[config.mk]
export PLATFORM = sky130hd
export DESIGN_NAME = mem_stream_reader
export DESIGN_NICKNAME = d
export VERILOG_FILES = /design/src/rtl/mem_stream_pkg.sv /design/src/rtl/mem_stream_reader_fifo.sv /design/src/rtl/mem_stream_reader.sv
export SDC_FILE = /design/constraint.sdc
export NUM_CORES = 1
export LEC_CHECK = 0
export ABC_CLOCK_PERIOD_IN_PS = 2800
export BUFFER_PORTS_ARGS = -buffer_cell sky130_fd_sc_hd__buf_2
export CAP_MARGIN = 10
export CORE_MARGIN = 1.5
export CORE_UTILIZATION = 51
export CTS_CLUSTER_SIZE = 20
export DETAILED_ROUTE_END_ITERATION = 10
export GPL_ROUTABILITY_DRIVEN = 0
export MAX_ROUTING_LAYER = met4
export PLACE_DENSITY = 0.85
export SLEW_MARGIN = 10
export SYNTH_ARGS = -nofsm -noshare
export SYNTH_HDL_FRONTEND = slang
export SYNTH_SLANG_ARGS = --single-unit
export TNS_END_PERCENT = 100
[constraint.sdc]
create_clock -name clk -period 2.8 [get_ports clk]
set_clock_uncertainty 0.2 [all_clocks]
set_input_delay 0.14 -clock clk [delete_from_list [all_inputs] [get_ports clk]]
set_output_delay 0.14 -clock clk [all_outputs]
set_load 0.03 [all_outputs]
[src/rtl/mem_stream_pkg.sv]
// mem_stream_pkg: shared state encoding and address-width helper for the stream reader
package mem_stream_pkg;

    typedef enum logic [1:0] {IDLE, ISSUE, DRAIN} rd_state_t;

    localparam int MIN_ADDR_W = 1;

    // A one-word memory still needs a one-bit address port
    function automatic int addr_w(input int height);
        return (height > 1) ? $clog2(height) : MIN_ADDR_W;
    endfunction

endpackage

[src/rtl/mem_stream_reader_fifo.sv]
// stream_fifo: synchronous FIFO with registered storage and wrap-bit pointers
module stream_fifo #(
    parameter int WIDTH = 17,
    parameter int DEPTH = 4
) (
    input  logic             clk,
    input  logic             rst_n,
    input  logic             push_i,
    input  logic [WIDTH-1:0] din_i,
    input  logic             pop_i,
    output logic [WIDTH-1:0] dout_o,
    output logic             full_o,
    output logic             empty_o
);
    localparam int PW = $clog2(DEPTH);

    logic [WIDTH-1:0] mem_q [DEPTH];
    logic [PW:0]      wr_q, wr_d, rd_q, rd_d;
    logic             do_push, do_pop;

    // Flags, head word and pointer advance; a push into a full FIFO is allowed only alongside a pop
    always_comb begin
        empty_o = wr_q == rd_q;
        full_o  = (wr_q[PW-1:0] == rd_q[PW-1:0]) && (wr_q[PW] != rd_q[PW]);
        do_pop  = pop_i && !empty_o;
        do_push = push_i && (!full_o || do_pop);
        wr_d    = wr_q + (PW+1)'(do_push);
        rd_d    = rd_q + (PW+1)'(do_pop);
        dout_o  = mem_q[rd_q[PW-1:0]];
    end

    // Pointer registers, cleared by reset so the FIFO comes up empty
    always_ff @(posedge clk) begin
        if (!rst_n) begin
            wr_q <= '0;
            rd_q <= '0;
        end else begin
            wr_q <= wr_d;
            rd_q <= rd_d;
        end
    end

    // Storage write; contents need no reset because empty masks them
    always_ff @(posedge clk) begin
        if (do_push) mem_q[wr_q[PW-1:0]] <= din_i;
    end

endmodule

[src/rtl/mem_stream_reader.sv]
// mem_stream_reader: walks COUNT addresses from BASE, reads only when the output FIFO can take the word
// Optional MEM_STREAM_PERF_EN adds the stall_cycles_o backpressure counter.
module mem_stream_reader
    import mem_stream_pkg::*;
#(
    parameter int WIDTH      = 16,
    parameter int HEIGHT     = 1,
    parameter int FIFO_DEPTH = 4,
    parameter int CNT_W      = 16,
    parameter int ADDR_W     = addr_w(HEIGHT)
) (
    input  logic              clk,
    input  logic              rst_n,
    input  logic              start_i,
    input  logic [ADDR_W-1:0] base_addr_i,
    input  logic [CNT_W-1:0]  count_i,
    output logic              busy_o,
    output logic              done_o,
    output logic [ADDR_W-1:0] read_addr_o,
    output logic              read_en_o,
    input  logic [WIDTH-1:0]  qout_i,
    output logic [WIDTH-1:0]  out_data_o,
    output logic              out_last_o,
    output logic              out_valid_o,
    input  logic              out_ready_i
`ifdef MEM_STREAM_PERF_EN
    ,
    output logic [31:0]       stall_cycles_o
`endif
);
    rd_state_t         state_q, state_d;
    logic [ADDR_W-1:0] addr_q, addr_d;
    logic [CNT_W-1:0]  rem_q, rem_d;
    logic              done_q;
    logic              accept, pop, full, empty, is_last;
    logic [WIDTH:0]    head;

    stream_fifo #(.WIDTH(WIDTH + 1), .DEPTH(FIFO_DEPTH)) u_fifo (
        .clk    (clk),
        .rst_n  (rst_n),
        .push_i (read_en_o),
        .din_i  ({qout_i, is_last}),
        .pop_i  (pop),
        .dout_o (head),
        .full_o (full),
        .empty_o(empty)
    );

    // State register
    always_ff @(posedge clk) begin
        if (!rst_n) state_q <= IDLE;
        else        state_q <= state_d;
    end

    // Next state: empty bursts skip straight to DRAIN, the last issued read ends ISSUE
    always_comb begin
        state_d = state_q;
        case (state_q)
            IDLE:    if (start_i) state_d = (count_i != '0) ? ISSUE : DRAIN;
            ISSUE:   if (read_en_o && is_last) state_d = DRAIN;
            DRAIN:   if (empty) state_d = IDLE;
            default: state_d = IDLE;
        endcase
    end

    // Outputs: a pop frees a slot in the same cycle, so a full FIFO being drained still reads
    always_comb begin
        accept      = (state_q == IDLE) && start_i;
        pop         = !empty && out_ready_i;
        is_last     = rem_q == CNT_W'(1);
        busy_o      = state_q != IDLE;
        read_en_o   = (state_q == ISSUE) && (!full || pop);
        done_o      = done_q;
        read_addr_o = addr_q;
        out_valid_o = !empty;
        out_last_o  = !empty && head[0];
        out_data_o  = head[WIDTH:1];
        addr_d      = accept ? base_addr_i : read_en_o ? addr_q + ADDR_W'(1) : addr_q;
        rem_d       = accept ? count_i : read_en_o ? rem_q - CNT_W'(1) : rem_q;
    end

    // Address/remaining counters and the registered done pulse on DRAIN exit
    always_ff @(posedge clk) begin
        if (!rst_n) begin
            addr_q <= '0;
            rem_q  <= '0;
            done_q <= 1'b0;
        end else begin
            addr_q <= addr_d;
            rem_q  <= rem_d;
            done_q <= (state_q == DRAIN) && empty;
        end
    end

`ifdef MEM_STREAM_PERF_EN
    logic [31:0] stall_q;

    // Saturating count of ISSUE cycles lost to FIFO backpressure, cleared per command
    always_ff @(posedge clk) begin
        if (!rst_n || accept)                                         stall_q <= '0;
        else if (state_q == ISSUE && !read_en_o && stall_q != '1)     stall_q <= stall_q + 32'd1;
    end

    assign stall_cycles_o = stall_q;
`endif

endmodule

==> impl_metrics.tcl <==
set metrics [dict create \
    drtIter0Drc 179 \
    synth-seq-area-share_pct 66.2 \
    worstReg2RegStart "u_fifo.wr_q[1]" \
    clock_latency_ns 0.35 \
    worstSetupEndpointType "flop" \
    ios 59 \
    drt_pre_antenna_iters 4 \
    first_global_vias 2676 \
    synth_enable_flop_cells 68 \
    clk_path_buf_depth 2 \
    max_freq_ghz 0.370 \
    min-delay-start "out_ready_i" \
    route.vias.total 2594 \
    drt-total-wl_mm 8.08 \
    layout-area-overhead-vs-synth_pct 25.3 \
    grt_overflow 0 \
    ys.flop_type "sky130_fd_sc_hd__edfxtp_1" \
    totalNegativeSetupSlack_ns 0 \
    cts_tree "built" \
    pin_count_of_the_biggest_net_entering_global_routing 19 \
    postSynthNetCount 303 \
    timing.final.crit_period_ns 2.70 \
    place.detailed.hpwl_mm 5.37 \
    vias_per_cell 5.58 \
    final_critical_path_setup_slack_ns 0.0956 \
    finalHoldViolations 0 \
    numCtsBuffers 9 \
    mean_area_per_synthesized_cell_sq_um 14.9 \
    synth-warning-count 0 \
    drcViolationCount 0 \
    ctsRootBufferMaster "sky130_fd_sc_hd__clkbuf_8" \
    synthDistinctLibCells 45 \
    clock_slew_seen_by_the_registers_of_the_worst_setup_and_hold_paths_ns 0.09 \
    power_density_nw_per_um2 641 \
    initial_utilization_pct 53.1 \
    synth.ff_latch_count 94 \
    hold_path_class "input pin to flop" \
    slew_viol_final 0 \
    num_antenna_cells 0 \
    slew_headroom_pct 42.4 \
    synthesis.instances 260 \
    die_w_um 90.1 \
    vdd_ir_drop_max_mv 0.366 \
    routed_wire_length_per_instance_um 17.4 \
    cts_sinks 94 \
    worstMarginPinSlew_ns 0.863 \
    crit_path_max_fanout 14 \
    nNetsFinal 404 \
    power.static_leakage_nw 1.78 \
    final_layout_size_suffix_gt1_share_pct 29.5 \
    post-place-ws_ns 0.471 \
    core.rowCount 31 \
    grt_first_pass_wirelength_mm 12.7 \
    io_buffer_count 58 \
    report.final.setup_viol 0 \
    die_height_um 90.1 \
    clock_tree.htree_level_count 3 \
    antenna_found_initial 0 \
    critPathRequiredTime_ns 2.85 \
    share_of_the_clock_period_used_by_the_worst_path_after_layout_pct 96.6 \
    crit_arrival_ns 2.75 \
    cap_viol_max_count 0 \
    core_sq_um 7290 \
    route.antenna.remaining_nets 0 \
    post_synth_instance_area_sq_um 3870 \
    worst_setup_path_start "u_fifo.wr_q[1]" \
    finish.cell_count_without_fillers 465 \
    synth-async-reset-ratio_pct 0 \
    status "finished, final reports clean" \
    placed_cells 414 \
    startpoint_type "flop" \
    die-area_sq_um 8120 \
    fillerInstances 533 \
    crit_type "flop to flop" \
    grt_usage_pct 21.3 \
]
==> report_power, final <==
part           switching (W)  internal [W]  total, W
Sequential         0.0000455       0.00156   0.00160
Clock               0.000455      0.000333  0.000788
Combinational       0.000421      0.000294  0.000715
Total               0.000922       0.00219   0.00311
==> placed cells by master, fill, tap and decap left out, types with 7 or more instances in the layout <==
cell,netlist,routed
sky130_fd_sc_hd__buf_2,5,58
sky130_fd_sc_hd__dfxtp_1,26,26
sky130_fd_sc_hd__buf_4,1,9
sky130_fd_sc_hd__clkbuf_8,0,9
sky130_fd_sc_hd__dlygate4sd3_1,0,35
sky130_fd_sc_hd__inv_1,7,7
sky130_fd_sc_hd__nor4_1,8,8
sky130_fd_sc_hd__edfxtp_1,68,68
sky130_fd_sc_hd__mux4_2,17,17
sky130_fd_sc_hd__nor2_1,18,17
sky130_fd_sc_hd__nand2_1,11,11
sky130_fd_sc_hd__a21oi_1,15,15
==> per-stage QoR <==
stage	util [%]	instance area [sq um]	total power [W]	hold slack, ns
final	66.5	4850	0.00311	0.0564
after global routing	66.5	4850	0.00323	0.0796
after global placement	59.1	4310	0.00228	0.153
after CTS	66.3	4830	0.00313	0.0314
after detailed placement	59.1	4310	0.00231	0.159
after floorplan	-	3880	0.00211	0.0389
==> critical path: stages, from the launching register on <==
cell and delay, ns:
sky130_fd_sc_hd__dfxtp_1 0.49, sky130_fd_sc_hd__xor2_2 0.27, sky130_fd_sc_hd__o41ai_4 0.12, sky130_fd_sc_hd__buf_4 0.20
sky130_fd_sc_hd__or2_1 0.30, sky130_fd_sc_hd__o311a_1 0.30, sky130_fd_sc_hd__o21a_1 0.18, sky130_fd_sc_hd__dlygate4sd3_1 0.54
==> cell families (layout without fill, tap and decap cells) <==
group                      Yosys count  count (layout)  share of synthesized area, %
and+or+nand+nor                     70              70                          9.83
buffers and inverters               21             127                          2.30
DFF                                 94              94                          66.2
AOI/OAI and AO/OA                   45              45                          8.21
xor gates and xnor gates             6               6                          1.36
adders and majority gates            6               6                          1.94
muxes                               18              18                          10.2
==> worst paths after layout <==
kind	endpoint	slack, ns	cells after the start
min	state_q[0]	0.06	4
min reg2reg	done_o	0.32	2
max reg2reg	rem_q[12]	0.1	7
max	rem_q[12]	0.1	7
==> area by class of cell <==
cell class | instances | area, sq um | area share (%)
repair buffers | 102 | 708 | 14.6
clock buffers | 11 | 131 | 2.71
well taps | 99 | 124 | 2.55
multi-input cells | 145 | 1250 | 25.7
clock inverters | 5 | 42.5 | 0.877
flip-flops and latches | 94 | 2560 | 52.9
inverters | 9 | 33.8 | 0.697
==> flip-flops by register name (all words and copies together) (netlist names) <==
register / flops
u_fifo.rd_q: 3
read_addr_o: 1
u_fifo.wr_q: 3
rem_q: 16
state_q: 2
u_fifo.mem_q: 68
done_o: 1
==> per-layer routing <==
layer | GRT usage, % | share of wire [%] | routed length (um) | up-vias
met5 | - | 0 | 0 | -
met4 | 8.86 | 1.5 | 123 | 0
met3 | 5.58 | 5.6 | 453 | 13
met2 | 36.6 | 53 | 4280 | 114
met1 | 23.4 | 40 | 3220 | 1247
li1 | - | - | - | 1220
==> timing repair <==
item                                    CTS  global route
hold endpoints to repair                 86             0
endpoints found under the setup margin    0             1
gates resized for setup                   0             2
buffers inserted                          0             0
hold buffers                             35             0
==> Yosys cell counts, drive strengths merged (6+ instances only) <==
| library cell | count | area (sq um) |
|---|---|---|
| buf | 6 | 32.5 |
| nor4 | 9 | 62.6 |
| nand2 | 11 | 41.3 |
| clkbuf | 6 | 22.5 |
| mux4 | 17 | 383 |
| dfxtp | 26 | 521 |
| nand3 | 6 | 30.0 |
| nor2 | 18 | 67.6 |
| inv | 8 | 30.0 |
| o21ai | 6 | 30.0 |
| a21oi | 15 | 75.1 |
| ha | 6 | 75.1 |
| edfxtp | 68 | 2040 |
(Power assumes the default switching activity.)
